File: config.mk
export PLATFORM = sky130hd
export DESIGN_NAME = wb_arbiter_flat
export DESIGN_NICKNAME = d
export VERILOG_FILES = /design/src/rtl/wb_arbiter_if.sv /design/src/rtl/wb_arbiter.sv /design/src/flat_wrapper.sv
export SDC_FILE = /design/constraint.sdc
export NUM_CORES = 1
export LEC_CHECK = 0
export CAP_MARGIN = 40
export CORE_MARGIN = 5
export CORE_UTILIZATION = 35
export CTS_CLUSTER_DIAMETER = 80
export DETAILED_ROUTE_END_ITERATION = 10
export GPL_ROUTABILITY_DRIVEN = 0
export GPL_TIMING_DRIVEN = 0
export HOLD_SLACK_MARGIN = 0.15
export PLACE_DENSITY = 0.66
export SLEW_MARGIN = 40
export SYNTH_ARGS = -nofsm -noshare
export SYNTH_HDL_FRONTEND = slang
export SYNTH_SLANG_ARGS = --single-unit
File: constraint.sdc
create_clock -name clk -period 7.43 [get_ports clk]
set_input_delay 1.1145 -clock clk [delete_from_list [all_inputs] [get_ports clk]]
set_output_delay 1.1145 -clock clk [all_outputs]
set_load 0.01 [all_outputs]
File: src/rtl/wb_arbiter_if.sv
// Writeback arbiter bus: pipeline writeback, long-latency result handshake,
// issue tracking, scoreboard and the registered regfile write port.
interface wb_arbiter_if #(
    parameter int DATA_W = 32,
    parameter int ADDR_W = 5
);
    logic                   pipe_we;
    logic [ADDR_W-1:0]      pipe_waddr;
    logic [DATA_W-1:0]      pipe_wdata;
    logic                   pipe_stall;

    logic                   lu_valid;
    logic                   lu_ready;
    logic [ADDR_W-1:0]      lu_waddr;
    logic [DATA_W-1:0]      lu_wdata;

    logic                   issue_valid;
    logic [ADDR_W-1:0]      issue_waddr;
    logic [(2**ADDR_W)-1:0] pending;

    logic                   we;
    logic [ADDR_W-1:0]      waddr;
    logic [DATA_W-1:0]      wdata;

    // Arbiter side.
    modport slave (
        input  pipe_we, pipe_waddr, pipe_wdata,
        input  lu_valid, lu_waddr, lu_wdata,
        input  issue_valid, issue_waddr,
        output pipe_stall, lu_ready, pending,
        output we, waddr, wdata
    );

    // Pipeline / long-latency unit / regfile side.
    modport master (
        output pipe_we, pipe_waddr, pipe_wdata,
        output lu_valid, lu_waddr, lu_wdata,
        output issue_valid, issue_waddr,
        input  pipe_stall, lu_ready, pending,
        input  we, waddr, wdata
    );
endinterface

File: src/rtl/wb_arbiter.sv
// Owns the single regfile write port. Merges the never-back-pressured pipeline
// writeback with buffered long-latency results, stalls the pipeline when the
// buffer has been starved too long, and tracks registers awaiting results.
module wb_arbiter #(
    parameter int DATA_W     = 32,
    parameter int ADDR_W     = 5,
    parameter int FIFO_DEPTH = 2,
    parameter int STARVE_MAX = 4
) (
    input logic         clk,
    input logic         rst,
    wb_arbiter_if.slave bus
);
    localparam int PTR_W = $clog2(FIFO_DEPTH);
    localparam int CNT_W = PTR_W + 1;
    localparam int STV_W = $clog2(STARVE_MAX + 1);
    localparam int NREG  = 2 ** ADDR_W;

    logic [ADDR_W-1:0] fifo_addr_q [FIFO_DEPTH];
    logic [DATA_W-1:0] fifo_data_q [FIFO_DEPTH];
    logic [PTR_W-1:0]  wr_ptr_q, wr_ptr_d, rd_ptr_q, rd_ptr_d;
    logic [CNT_W-1:0]  count_q, count_d;
    logic [STV_W-1:0]  starve_q, starve_d;
    logic              stall_q, stall_d;
    logic              we_q, we_d;
    logic [ADDR_W-1:0] waddr_q, waddr_d;
    logic [DATA_W-1:0] wdata_q, wdata_d;
    logic [NREG-1:0]   pending_q, pending_d;

    logic              fifo_ne, fifo_full, take_pipe, pop, push;
    logic [ADDR_W-1:0] head_addr;
    logic [DATA_W-1:0] head_data;

    assign fifo_ne   = (count_q != '0);
    assign fifo_full = (count_q == CNT_W'(FIFO_DEPTH));
    assign head_addr = fifo_addr_q[rd_ptr_q];
    assign head_data = fifo_data_q[rd_ptr_q];

    // While stalled the pipeline inputs are ignored; upstream holds them.
    assign take_pipe = ~stall_q & bus.pipe_we;
    // Any non-empty cycle the pipeline does not win is a pop.
    assign pop       = fifo_ne & ~take_pipe;
    assign push      = bus.lu_valid & bus.lu_ready;

    assign bus.lu_ready   = rst & ~fifo_full;
    assign bus.pipe_stall = stall_q;
    assign bus.pending    = pending_q;
    assign bus.we         = we_q;
    assign bus.waddr      = waddr_q;
    assign bus.wdata      = wdata_q;

    // Next-state: source selection, FIFO bookkeeping, starvation and scoreboard.
    always_comb begin
        // NOTE: every signal gets a default first so no path can infer a latch.
        we_d      = 1'b0;
        waddr_d   = waddr_q;
        wdata_d   = wdata_q;
        pending_d = pending_q;
        starve_d  = '0;
        wr_ptr_d  = push ? wr_ptr_q + PTR_W'(1) : wr_ptr_q;
        rd_ptr_d  = pop  ? rd_ptr_q + PTR_W'(1) : rd_ptr_q;
        count_d   = count_q + CNT_W'(push) - CNT_W'(pop);

        if (take_pipe) begin
            we_d    = 1'b1;
            waddr_d = bus.pipe_waddr;
            wdata_d = bus.pipe_wdata;
        end else if (pop) begin
            // Results for r0 drain from the buffer but never reach the regfile.
            we_d    = (head_addr != '0);
            waddr_d = head_addr;
            wdata_d = head_data;
            pending_d[head_addr] = 1'b0;
        end

        // Applied after the clear so a same-cycle set wins.
        if (bus.issue_valid && bus.issue_waddr != '0) begin
            pending_d[bus.issue_waddr] = 1'b1;
        end
        pending_d[0] = 1'b0;

        if (take_pipe && fifo_ne) begin
            starve_d = starve_q + STV_W'(1);
        end

        // Stall once the buffer has lost STARVE_MAX times in a row; release as
        // soon as the buffer drains so no bubble is inserted.
        stall_d = (starve_d == STV_W'(STARVE_MAX)) | (stall_q & (count_d != '0));
    end

    // State registers with asynchronous active-low reset.
    always_ff @(posedge clk or negedge rst) begin
        if (!rst) begin
            // NOTE: non-blocking assignments so every flop samples pre-edge values.
            wr_ptr_q  <= '0;
            rd_ptr_q  <= '0;
            count_q   <= '0;
            starve_q  <= '0;
            stall_q   <= 1'b0;
            we_q      <= 1'b0;
            waddr_q   <= '0;
            wdata_q   <= '0;
            pending_q <= '0;
        end else begin
            wr_ptr_q  <= wr_ptr_d;
            rd_ptr_q  <= rd_ptr_d;
            count_q   <= count_d;
            starve_q  <= starve_d;
            stall_q   <= stall_d;
            we_q      <= we_d;
            waddr_q   <= waddr_d;
            wdata_q   <= wdata_d;
            pending_q <= pending_d;
        end
    end

    // FIFO storage, written on push.
    always_ff @(posedge clk) begin
        // NOTE: storage is not reset; the occupancy counter alone marks entries valid.
        if (push) begin
            fifo_addr_q[wr_ptr_q] <= bus.lu_waddr;
            fifo_data_q[wr_ptr_q] <= bus.lu_wdata;
        end
    end
endmodule

File: src/flat_wrapper.sv
// flat-port wrapper written by rule: the top's interface ports become plain ports
module wb_arbiter_flat 
#(
    parameter int DATA_W     = 32,
    parameter int ADDR_W     = 5,
    parameter int FIFO_DEPTH = 2,
    parameter int STARVE_MAX = 4
)
  (clk, rst, bus_pipe_we, bus_pipe_waddr, bus_pipe_wdata, bus_lu_valid, bus_lu_waddr, bus_lu_wdata, bus_issue_valid, bus_issue_waddr, bus_pipe_stall, bus_lu_ready, bus_pending, bus_we, bus_waddr, bus_wdata);
  wb_arbiter_if #(.DATA_W(DATA_W), .ADDR_W(ADDR_W)) bus_i ();
  input logic clk;
  input logic rst;
  input wire logic [$bits(bus_i.pipe_we)-1:0] bus_pipe_we;
  input wire logic [$bits(bus_i.pipe_waddr)-1:0] bus_pipe_waddr;
  input wire logic [$bits(bus_i.pipe_wdata)-1:0] bus_pipe_wdata;
  input wire logic [$bits(bus_i.lu_valid)-1:0] bus_lu_valid;
  input wire logic [$bits(bus_i.lu_waddr)-1:0] bus_lu_waddr;
  input wire logic [$bits(bus_i.lu_wdata)-1:0] bus_lu_wdata;
  input wire logic [$bits(bus_i.issue_valid)-1:0] bus_issue_valid;
  input wire logic [$bits(bus_i.issue_waddr)-1:0] bus_issue_waddr;
  output wire logic [$bits(bus_i.pipe_stall)-1:0] bus_pipe_stall;
  output wire logic [$bits(bus_i.lu_ready)-1:0] bus_lu_ready;
  output wire logic [$bits(bus_i.pending)-1:0] bus_pending;
  output wire logic [$bits(bus_i.we)-1:0] bus_we;
  output wire logic [$bits(bus_i.waddr)-1:0] bus_waddr;
  output wire logic [$bits(bus_i.wdata)-1:0] bus_wdata;
  assign bus_i.pipe_we = bus_pipe_we;
  assign bus_i.pipe_waddr = bus_pipe_waddr;
  assign bus_i.pipe_wdata = bus_pipe_wdata;
  assign bus_i.lu_valid = bus_lu_valid;
  assign bus_i.lu_waddr = bus_lu_waddr;
  assign bus_i.lu_wdata = bus_lu_wdata;
  assign bus_i.issue_valid = bus_issue_valid;
  assign bus_i.issue_waddr = bus_issue_waddr;
  assign bus_pipe_stall = bus_i.pipe_stall;
  assign bus_lu_ready = bus_i.lu_ready;
  assign bus_pending = bus_i.pending;
  assign bus_we = bus_i.we;
  assign bus_waddr = bus_i.waddr;
  assign bus_wdata = bus_i.wdata;
  wb_arbiter #(.DATA_W(DATA_W), .ADDR_W(ADDR_W), .FIFO_DEPTH(FIFO_DEPTH), .STARVE_MAX(STARVE_MAX)) u_core (.clk(clk), .rst(rst), .bus(bus_i));
endmodule
After elaboration in Yosys (flattened, before gate mapping)
Memories as Yosys holds them, arrays and structs flattened.
Cells that the tools add are included.
W data, S select, Z words.
{"block": "word_totals", "memories": 2, "wordCells": 59, "latch_bits": 0, "reg_bits": 77, "inputBits": 84, "ramBits": 74, "mem_bits_ro": 0, "output_inout_bits": 72}
{"block": "op_classes", "n_mux": 16, "n_addsub": 5, "n_reduce_logical": 9, "multipliers": 0, "n_bitwise": 12, "magnitude_cmp": 4, "div": 0, "n_shift": 0, "eq_ne": 2}
{"name": "u_core.fifo_data_q", "words": 2, "width": 32, "rd": 1, "rd_clocked_by_memory_dff": 0, "write_ports": 1, "line": "wb_arbiter.sv:20", "source": "logic [DATA_W-1:0] fifo_data_q [FIFO_DEPTH];"}
{"name": "u_core.fifo_addr_q", "words": 2, "width": 5, "rd": 1, "rd_clocked_by_memory_dff": 0, "write_ports": 1, "line": "wb_arbiter.sv:19", "source": "logic [ADDR_W-1:0] fifo_addr_q [FIFO_DEPTH];"}
{"cell": "$mux W32", "count": 5}
{"cell": "$and A32 B32 Y32", "count": 1}
{"cell": "$not A32 Y32", "count": 1}
{"cell": "$or A32 B32 Y32", "count": 1}
{"cell": "$lt A5 B6 Y1 const B", "count": 2}
{"cell": "$demux W1 S5", "count": 2}
{"cell": "$ge A5 B1 Y1 const B", "count": 2}
{"cell": "$mux W5", "count": 2}
{"cell": "$reduce_bool A5 Y1", "count": 2}
{"cell": "$mux W1", "count": 6}
{"cell": "$reduce_bool A2 Y1", "count": 3}
{"cell": "$and A1 B1 Y1", "count": 5}
{"cell": "$logic_and A1 B1 Y1", "count": 4}
{"cell": "$add A3 B1 Y3 const B", "count": 1}
{"cell": "$eq A3 B3 Y1 const B", "count": 1}
{"cell": "$mux W3", "count": 1}
{"cell": "$not A1 Y1", "count": 3}
{"cell": "$add A1 B1 Y1 const B", "count": 2}
{"cell": "$add A2 B1 Y2", "count": 1}
{"cell": "$eq A2 B2 Y1 const B", "count": 1}
{"cell": "$sub A2 B1 Y2", "count": 1}
{"cell": "$or A1 B1 Y1", "count": 1}

Logic depth before layout (Yosys ltp)
An unclocked memory read counts as a cell.
{"block": "logic_depth", "ltp_word": 11, "ltp_mapped": 8, "depth_no_buf": 7}

Worst setup path after synthesis
No wires, ideal clock.
{"block": "synth_timing", "kind": "input -> register", "startpoint": "in rst", "endpoint": "mem u_core.fifo_addr_q[0][0] (enable)", "t_arrival_ps": 2833, "t_required_ps": 6999, "cell_stages": 2, "setup_time_ps": 431, "path_buffers": 0, "path_slack_ps": 4165, "path_cell_list": "o211ai_1 nor2_1"}
{"block": "synth_via", "elab_chain_cells": 4}
{"element": "start, declared", "line": "flat_wrapper.sv:12", "source": "input logic rst;"}
{"element": "$and A1 B1 Y1", "line": "wb_arbiter.sv:45", "source": "assign bus.lu_ready = rst & ~fifo_full;"}
{"element": "$and A1 B1 Y1", "line": "wb_arbiter.sv:43", "source": "assign push = bus.lu_valid & bus.lu_ready;"}
{"element": "$mux W1", "line": "wb_arbiter.sv:120", "source": "if (push) begin"}
{"element": "$mux W1 (implied by the code)", "line": "wb_arbiter.sv:121", "source": "fifo_addr_q[wr_ptr_q] <= bus.lu_waddr;"}
{"element": "end, declared", "line": "wb_arbiter.sv:19"}
Every way passes these cells.

Worst setup path after layout
{"block": "layout_timing", "startpoint": "in rst", "endpoint": "out bus_lu_ready"}
{"block": "layout_via", "elab_chain_cells": 1}
{"element": "$and A1 B1 Y1", "line": "wb_arbiter.sv:45"}
{"element": "end, declared", "line": "flat_wrapper.sv:22", "source": "output wire logic [$bits(bus_i.lu_ready)-1:0] bus_lu_ready;"}
Every way passes these cells.

==> metrics.yaml <==
place:
  hpwl_um: 13400
  numPortBuffers: 154
  place_area_um2: 8700
synthesis:
  seq_area_frac_synth: 0.615
  synth_edf_count: 74
  syn_area_um2: 6740
  ys_ff_latch: 151
  avgSynthCellArea_um2: 13.5
  syn-num-nets: 586
  ys.flop_type: "dfrtp_1"
  synth_area_leader_cell: "edfxtp_1"
  yosys_warnings: 0
  ys_types: 50
  ys_top_cells_by_area: "edfxtp_1 (33%), dfrtp_1 (29%), mux2_2 (5.7%)"
  synth_cells: 500
  async_flop_share: 0.510
  netlist.area_leader.share: 0.330
layout:
  layout.nets: 763
  syn2layout_area_growth_pct: 37.9
  fin_area_um2: 9300
  n_antenna_cell: 0
  drive_above_1_share: 0.162
global_route:
  grt_max_degree: 47
  grt_usage: 0.171
  grt_pass1_wl_um: 29400
  grt_overflow: 0
  grt_pass1_vias: 5318
  antenna_found_initial: 0
floorplan:
  ios: 156
  dieArea_um2: 22100
  initial_core_util: 0.358
  die_h_um: 149
  coreArea_um2: 18800
  rows: 50
  dieWidth_um: 149
sta:
  period_minus_slack_ns: 3.52
  relSlewSlack: 0.458
  clock.fmax_ghz: 0.284
  rsz0062_at_grt: "no"
  drv_slew: 0
  setup_viol: 0
  period_share: 0.473
  worst_slew_pin_slew_ns: 0.802
  skew_ns: 0.0117
  hold_viol: 0
route:
  drc: 0
  drtPass1Iterations: 5
  via_per_inst: 5.26
  drt-initial-drc-count: 390
  wire_per_inst_um: 19.5
  postRouteAntennaNets: 0
  vias: 4995
  drt-total-wl_um: 18500
power_and_ir_drop:
  p_total_uw: 3010
  peakVddDrop_mv: 0.202
  leakage_uw: 0.00350
  powerDensity_nw_per_um2: 323
clock_network:
  post_cts_resized: 0
  cts_setup_buffers: 0
  cts_tree: "yes"
  htreeDepth: 4
  clockBufferDepth: 2
  cts_hold_buffers: 0
  clock_sink_count: 151
  clk_latency_ns: 0.43
  clockRootBuffer: "clkbuf_16"
  cts_buffers: 17
  clk_pin_slew_worst_paths_ns: 0.06
status:
  status: "finished, final reports clean"
job:
  cap_violations: 0
critical_path:
  worstSetupPathType: "in -> out"
  r2r_cells: 5
  worstSetupStartpointType: "primary input"
  crit_required_ns: 6.32
  end_kind: "output port"
  critPathMaxFanout: 34
  worstPathArrival_ns: 2.40
worst_hold_path:
  whs_path_depth: 1
  hp-class: "reg -> reg"
cells in the final DEF (no fill, tap or decap), types with 4 or more instances in the layout:
| cell type | count |
|---|---|
| dfrtp_1 | 77 |
| o21ai_1 | 17 |
| a211oi_2 | 4 |
| nand2_1 | 58 |
| o21ai_0 | 20 |
| a32oi_1 | 23 |
| clkinv_4 | 5 |
| buf_6 | 8 |
| clkdlybuf4s50_1 | 153 |
| clkbuf_16 | 17 |
| o211ai_1 | 9 |
| clkbuf_1 | 9 |
| mux2_2 | 34 |
| a22oi_1 | 8 |
| or4bb_1 | 4 |
| o41ai_2 | 5 |
| mux2i_1 | 38 |
| inv_1 | 12 |
| nor3_1 | 4 |
| o41ai_1 | 18 |
| o31ai_1 | 8 |
| xnor2_1 | 4 |
| buf_2 | 14 |
| nor2_1 | 4 |
| buf_1 | 4 |
| edfxtp_1 | 74 |
power breakdown:
group	total (uW)	internal, uW	leakage (uW)	switching (uW)
Combinational	1060	515	0.00170	540
Sequential	1090	1020	0.00151	71.8
Clock	857	485	0.000290	373
synth_stat cells (3+ instances only):
library cell / n
o41ai_2: 5
buf_2: 14
a211oi_2: 4
edfxtp_1: 74
buf_1: 4
o21ai_1: 17
o41ai_1: 18
a32oi_1: 23
nor2_1: 5
a21oi_1: 3
clkbuf_1: 9
o211ai_1: 9
dfrtp_1: 77
mux2_2: 34
or4bb_1: 4
nor4bb_1: 3
and4b_1: 3
nor3_1: 4
nand2_1: 58
nor2b_1: 3
a22oi_1: 8
buf_6: 7
o21ai_0: 20
xnor2_1: 4
o31ai_1: 8
inv_1: 12
or4b_4: 3
mux2i_1: 38
cell type report:
type / instances / area (um2)
fill: 1658 / 9530
sequential: 151 / 4150
multi-input combinational: 301 / 2350
timing repair buffer: 158 / 1620
clock buffer: 18 / 439
tap: 260 / 325
buffer: 36 / 213
clock inverter: 14 / 158
inverter: 12 / 45.0
worst paths after layout:
kind | startpoint | end | slack (ns)
max | rst | bus_lu_ready | 3.91
max reg2reg | u_core.bus.pipe_stall | u_core.bus.wdata[6] | 5.32
min in group asynchronous | rst | u_core.starve_q[1] | 0.59
min reg2reg | u_core.starve_q[0] | u_core.starve_q[0] | 0.48
min | u_core.starve_q[0] | u_core.starve_q[0] | 0.48
max in group asynchronous | rst | u_core.bus.waddr[2] | 6.29
cells by family after synthesis:
family,synth area share
xor gates and xnor gates,0.00520
adders and majority gates,0.00371
AOI/OAI and AO/OA,0.135
buffers and inverters,0.0382
muxes,0.120
DFF,0.615
other,0.000556
and+or+nand+nor,0.0822
metrics by stage:
step                      hold slack [ns]  setup WS, ns  setup TNS (ns)  utilization  instances
after global placement              0.459        -0.940          -34.61        0.457        914
final                               0.478          3.91               0        0.494        950
after global routing                0.503          3.79               0        0.494        950
after floorplan                     0.443          4.17               0            -        500
after detailed placement            0.468          3.87               0        0.462        918
after CTS                           0.476          3.86               0        0.494        950
critical path: stages:
cell and delay (ns):
buf_6 0.30, a21boi_0 0.36, clkdlybuf4s50_1 0.61
routing by layer:
layer | share of wire | global-route usage
met1 | 0.42 | 0.225
met2 | 0.46 | 0.265
met3 | 0.10 | 0.0647
met4 | 0.012 | 0.0462
met5 | 0 | 0
flip-flops by register name (all words and copies together) (netlist names), 2 cells and up:
name / cells
u_core.starve_q: 3
u_core.bus.waddr: 5
u_core.bus.wdata: 32
u_core.bus.pending: 31
u_core.count_q: 2
u_core.fifo_data_q: 64
u_core.fifo_addr_q: 10
Power figures use the tool's default switching activity.
